===== config.mk =====
export PLATFORM = sky130hd
export DESIGN_NAME = cic_comp_fir
export DESIGN_NICKNAME = d
export VERILOG_FILES = /design/src/rtl/cic_comp_pkg.sv /design/src/rtl/cic_comp_mac.sv /design/src/rtl/cic_comp_fir.sv
export SDC_FILE = /design/constraint.sdc
export NUM_CORES = 2
export LEC_CHECK = 0
export CORE_MARGIN = 4
export CORE_UTILIZATION = 45
export DETAILED_ROUTE_END_ITERATION = 12
export HOLD_SLACK_MARGIN = 0.08
export PLACE_DENSITY_LB_ADDON = 0.08
export SLEW_MARGIN = 20
export SYNTH_ARGS = -nofsm -noshare
export SYNTH_HDL_FRONTEND = slang
export SYNTH_HIERARCHICAL = 1
export SYNTH_SLANG_ARGS = --single-unit

===== constraint.sdc =====
create_clock -name clk_i -period 11.8 [get_ports clk_i]
set_input_delay 2.36 -clock clk_i [delete_from_list [all_inputs] [get_ports clk_i]]
set_output_delay 2.36 -clock clk_i [all_outputs]
set_load 0.02 [all_outputs]

===== src/rtl/cic_comp_pkg.sv =====
// Shared types, default widths and compensation coefficients for the CIC compensation FIR.
// Coefficients are Q1.15, symmetric, summing to 32768 so DC gain is exactly one.
package cic_comp_pkg;

   localparam int unsigned NTAPS_DEF     = 16;
   localparam int unsigned DIN_W_DEF     = 22;
   localparam int unsigned COEF_W_DEF    = 16;
   localparam int unsigned DOUT_W_DEF    = 16;
   localparam int unsigned OUT_SHIFT_DEF = 21;

   typedef enum logic [1:0] {
      StIdle,
      StMac,
      StRound
   } fir_state_e;

   localparam logic signed [15:0] COEF [16] = '{
      -16'sd40,   16'sd112,   16'sd256,  -16'sd96,
      -16'sd728,  16'sd512,   16'sd2976,  16'sd13392,
      16'sd13392, 16'sd2976,  16'sd512,  -16'sd728,
      -16'sd96,   16'sd256,   16'sd112,  -16'sd40
   };

   // Taps beyond the stored table read as zero.
   function automatic logic signed [15:0] coef_at(input int unsigned k);
      return (k < 16) ? COEF[k[3:0]] : '0;
   endfunction

endpackage


===== src/rtl/cic_comp_mac.sv =====
// Signed multiply-accumulate with synchronous clear and enable; one product per clock.
module cic_comp_mac #(
   parameter int unsigned A_W   = 22,
   parameter int unsigned B_W   = 16,
   parameter int unsigned ACC_W = 42
) (
   input  logic                    clk_i,
   input  logic                    rstn_i,
   input  logic                    clr_i,
   input  logic                    en_i,
   input  logic signed [A_W-1:0]   a_i,
   input  logic signed [B_W-1:0]   b_i,
   output logic signed [ACC_W-1:0] acc_o
);

   logic signed [A_W+B_W-1:0] prod;
   logic signed [ACC_W-1:0]   acc_q;

   assign prod  = a_i * b_i;
   assign acc_o = acc_q;

   always_ff @(posedge clk_i or negedge rstn_i) begin
      if (!rstn_i) begin
         acc_q <= '0;
      end else if (clr_i) begin
         acc_q <= '0;
      end else if (en_i) begin
         acc_q <= acc_q + ACC_W'(prod);
      end
   end

endmodule


===== src/rtl/cic_comp_fir.sv =====
// Serial CIC compensation FIR: accepts one sample, runs NTAPS MAC cycles, then rounds,
// saturates and emits one output with a single-cycle valid pulse.
module cic_comp_fir
   import cic_comp_pkg::*;
#(
   parameter int unsigned NTAPS     = NTAPS_DEF,
   parameter int unsigned DIN_W     = DIN_W_DEF,
   parameter int unsigned COEF_W    = COEF_W_DEF,
   parameter int unsigned DOUT_W    = DOUT_W_DEF,
   parameter int unsigned OUT_SHIFT = OUT_SHIFT_DEF
) (
   input  logic                     clk_i,
   input  logic                     rstn_i,
   input  logic                     valid_i,
   input  logic signed [DIN_W-1:0]  data_i,
   output logic                     ready_o,
   output logic signed [DOUT_W-1:0] data_o,
   output logic                     valid_o
);

   localparam int unsigned CNT_W = $clog2(NTAPS);
   localparam int unsigned ACC_W = DIN_W + COEF_W + CNT_W;

   localparam logic signed [ACC_W-1:0] HALF    = ACC_W'(1) << (OUT_SHIFT - 1);
   localparam logic signed [ACC_W-1:0] SAT_MAX = (ACC_W'(1) << (DOUT_W - 1)) - ACC_W'(1);
   localparam logic signed [ACC_W-1:0] SAT_MIN = ~SAT_MAX;

   fir_state_e               state_q, state_d;
   logic [CNT_W-1:0]         tap_q;
   logic signed [DIN_W-1:0]  x_q [NTAPS];
   logic signed [DIN_W-1:0]  x_sel;
   logic signed [COEF_W-1:0] coef_sel;
   logic signed [ACC_W-1:0]  acc;
   logic signed [ACC_W-1:0]  rnd;
   logic signed [ACC_W-1:0]  shifted;
   logic signed [DOUT_W-1:0] sat;
   logic signed [DOUT_W-1:0] data_q;
   logic                     valid_q;
   logic                     accept;
   logic                     mac_clr;
   logic                     mac_en;

   assign ready_o  = (state_q == StIdle);
   assign data_o   = data_q;
   assign valid_o  = valid_q;
   assign x_sel    = x_q[tap_q];
   assign coef_sel = COEF_W'(coef_at(32'(tap_q)));

   always_comb begin
      state_d = state_q;
      accept  = 1'b0;
      mac_clr = 1'b0;
      mac_en  = 1'b0;
      unique case (state_q)
         StIdle: begin
            if (valid_i) begin
               accept  = 1'b1;
               mac_clr = 1'b1;
               state_d = StMac;
            end
         end
         StMac: begin
            mac_en = 1'b1;
            if (tap_q == CNT_W'(NTAPS - 1)) begin
               state_d = StRound;
            end
         end
         StRound: state_d = StIdle;
         default: state_d = StIdle;
      endcase
   end

   always_ff @(posedge clk_i or negedge rstn_i) begin
      if (!rstn_i) begin
         state_q <= StIdle;
         tap_q   <= '0;
      end else begin
         state_q <= state_d;
         tap_q   <= (state_q == StMac) ? tap_q + 1'b1 : '0;
      end
   end

   always_ff @(posedge clk_i or negedge rstn_i) begin
      if (!rstn_i) begin
         for (int i = 0; i < NTAPS; i++) begin
            x_q[i] <= '0;
         end
      end else if (accept) begin
         x_q[0] <= data_i;
         for (int i = 1; i < NTAPS; i++) begin
            x_q[i] <= x_q[i-1];
         end
      end
   end

   cic_comp_mac #(
      .A_W   (DIN_W),
      .B_W   (COEF_W),
      .ACC_W (ACC_W)
   ) u_mac (
      .clk_i  (clk_i),
      .rstn_i (rstn_i),
      .clr_i  (mac_clr),
      .en_i   (mac_en),
      .a_i    (x_sel),
      .b_i    (coef_sel),
      .acc_o  (acc)
   );

   // Round half up, then clamp to the output range.
   always_comb begin
      rnd     = acc + HALF;
      shifted = rnd >>> OUT_SHIFT;
      if (shifted > SAT_MAX) begin
         sat = SAT_MAX[DOUT_W-1:0];
      end else if (shifted < SAT_MIN) begin
         sat = SAT_MIN[DOUT_W-1:0];
      end else begin
         sat = shifted[DOUT_W-1:0];
      end
   end

   always_ff @(posedge clk_i or negedge rstn_i) begin
      if (!rstn_i) begin
         data_q  <= '0;
         valid_q <= 1'b0;
      end else begin
         valid_q <= (state_q == StRound);
         if (state_q == StRound) begin
            data_q <= sat;
         end
      end
   end

endmodule


==> summary.md <==
| Metric | Value |
|---|---|
| Largest net degree at the start of global routing | `176` |
| Synth unique cells | `between 80 and 90` |
| Setup TNS | `0 ps` |
| Yosys reg bits | `417` |
| RSZ-0062 raised after global routing | `false` |
| Slew HR | `roughly 27%` |
| # nets final | `about 3,600` |
| H-tree depth | `2` |
| Post-CTS setup buffers | `0` |
| Hold_sp | `x_q[4]` |
| Synth cell count leaders | `inv_1 (456), dfrtp_1 (417), fa_1 (404), mux2_2 (353), nand2_1 (276)` |
| Worst r2r src | `tap_q[0]` |
| Area contributors post-synth | `dfrtp_1 (31%), fa_1 (24%), mux2_2 (12%)` |
| Layout cells sized above 1 | `between 10% and 20%` |
| Post-route antenna net violation count | `0` |
| Die H | `approximately 280 um` |
| DRT iter0 DRCs | `roughly 1,100` |
| Diode count | `0` |
| Clk sinks | `~420` |
| Global-route wire length before repair | `~130 mm` |
| Worst Max-Slew Pin Slew | `1092 ps` |
| Status | `complete, no violations` |
| Initial Util | `between 40% and 50%` |
| EDFF count, synth | `0` |
| Clk Latency, worst-skew pair | `610 ps` |
| Port Buffers | `42` |
| Crit path kind | `flip-flop to flip-flop` |
| Final setup viols | `0` |
| Drt via density | `approximately 5.4` |
| CTS clk-pin slew, worst paths | `roughly 60 ps` |
| Via count | `21,910` |
| Crit-path max cell delay | `slightly above 900 ps` |
| Worst path most repeated cell | `fa_1` |
| Vias in the first global route | `24,100` |
| Post-synth top area share | `~30%` |
| Clock Tree Buf Depth | `3` |
| Arr. time, crit path | `9750 ps` |
| Largest fanout on the critical path | `68` |
| Global route total overflow | `0` |
| Placer Congestion | `roughly 0.85` |
| M1 GR Usage | `between 20 and 30%` |
| CTS root buf | `clkbuf_16` |
| Seq/Total Area, Yosys | `between 30% and 40%` |
| Post-Synthesis Cells | `3,063` |
| Worst reg2reg path depth | `26` |
| Fin. max-slew vios | `0` |
| Hold Vio Cnt, Final | `0` |
| Final min period | `~9300 ps` |
| PostCTS Resize Cnt | `0` |
| DRC | `0` |
| CP required | `roughly 12,000 ps` |
| Die area | `80,300 sq um` |
| Most numerous cell in the Yosys netlist | `inv_1` |
| I/O pins | `43` |
| Total CTS buffers | `49` |
| Cell taking the most area after synthesis | `dfrtp_1` |
| Hold_buf cts | `0` |
| Gr usage total | `between 10% and 20%` |
| Met3 Use GR | `between 2 and 3%` |
| Die width | `~280 um` |
| Post-synthesis instance area | `34,120 sq um` |
| Hold Path Depth | `1` |
| Met2 usage | `33.59%` |
| Ys Warns | `6` |
| Total wire length | `slightly below 80 mm` |
| Average cell area after synthesis | `around 11 sq um` |
| Routed WL per cell | `roughly 19 um` |
| Pre-Repair DR Iteration Count | `5` |
| TritonCTS clock tree | `built` |
| Worst Hold Path EP | `x_q[4]` |
| Min-Delay Path Class | `flip-flop to flip-flop` |
| R2R Path End | `u_mac/acc_o[41]` |
| Initial antenna violation count | `1` |
| CP endpoint kind | `flip-flop` |
| Core area | `around 75,000 sq um` |
| Row cnt | `100` |
| Main synth FF type | `dfrtp_1` |
| CP delay by family, top | `adder cells` |
| Startpoint Class | `flip-flop` |
| Period utilization | `about four fifths` |
| Max Cap Viol | `0` |
| Worst path bufs/invs | `7` |
| Gr busiest metal | `met2` |
| Ys async rst share | `100.0%` |
| Clk_skew | `approximately 25 ps` |
| Flop-to-flop setup slack | `roughly 2500 ps` |
| Slowest-stage cell, CP | `dfrtp_4` |
| HPWL after detailed placement | `between 50 and 60 mm` |
| Max Freq | `108.0 MHz` |
| Syn-to-layout area delta | `9.666%` |
-- logic make-up after synthesis --
| group | share of synthesized area, % |
|---|---|
| multiplexers | 17.63 |
| other | 0.01099 |
| buffers and inverters | 6.861 |
| flip-flops | 30.58 |
| AO/OA/AOI/OAI | 5.720 |
| XOR/XNOR | 1.283 |
| AND/OR/NAND/NOR | 9.512 |
| adder cells (fa/ha/maj) | 28.40 |
-- per-layer routing --
| metal | vias to the layer above | wire length (um) |
|---|---|---|
| li1 | 9976 | - |
| met1 | 11480 | 36210 |
| met2 | 348 | 37800 |
| met4 | 0 | 1402 |
| met5 | - | 0 |
| met3 | 104 | 2863 |
-- stage by stage --
step / cell area, sq um / hold WS, ps / setup slack (ps) / util, % / cells
6_report: 37420 / 502.7 / 2537 / 50.01 / 4059
5_1_grt: 37420 / 517.1 / 2060 / 50.01 / 4059
4_1_cts: 37390 / 506.5 / 2559 / 49.97 / 4058
3_5_place_dp: 35590 / 493.1 / 2584 / 47.57 / 3967
3_3_place_gp: 35570 / 484.0 / 2407 / 47.54 / 3966
2_1_floorplan: 34160 / 465.6 / 3890 / - / 3074
-- placed cells by master (no fill, tap or decap), drive strengths merged, types with 12 or more instances in the layout --
cell,synthesis,routed
inv,456,458
dfrtp,417,417
fa,404,404
mux2,353,353
nand2,276,276
and2,163,163
ha,128,128
nor2,122,122
mux2i,105,105
a21oi,75,75
clkbuf,129,65
o21ai,53,53
mux4,44,44
clkdlybuf4s50,0,41
buf,26,39
nand3,36,36
xnor2,33,33
a221oi,23,23
a22oi,22,22
xor2,17,17
a21o,16,16
clkinv,0,15
nor3,13,13
a211oi,13,13
conb,1,12
-- registers in the layout, summed over array words and instances, names as in the netlist --
signal / count
state_q: 2
x_q: 352
u_mac/acc_o: 42
data_o: 16
tap_q: 4
valid_o: 1
-- final cells by class --
| cell class | count | area [sq um] |
|---|---|---|
| Timing Repair Buffer | 80 | 779.5 |
| Inverter | 456 | 1712 |
| Sequential cell | 417 | 10440 |
| Multi-Input combinational cell | 2046 | 21470 |
| Clock inverter | 26 | 422.9 |
| Fill cell | 6716 | 37400 |
| Tap cell | 969 | 1212 |
| Clock buffer | 65 | 1376 |
-- worst max-delay path by stage --
| stage | startpoint | to | slack, ps | depth (start not counted) |
|---|---|---|---|---|
| global route | tap_q[0] | u_mac/acc_o[41] | 2060 | 26 |
| CTS | tap_q[0] | u_mac/acc_o[41] | 2560 | 26 |
| floorplan | tap_q[0] | u_mac/acc_o[40] | 3890 | 29 |
| detailed placement | tap_q[0] | u_mac/acc_o[41] | 2580 | 26 |
| finish | tap_q[0] | u_mac/acc_o[41] | 2540 | 26 |
| global placement | tap_q[0] | u_mac/acc_o[40] | 2410 | 24 |
Power is left out: the tool's default activity adds up to more than one toggle a clock period on the data nets, which glitch-free logic cannot reach.
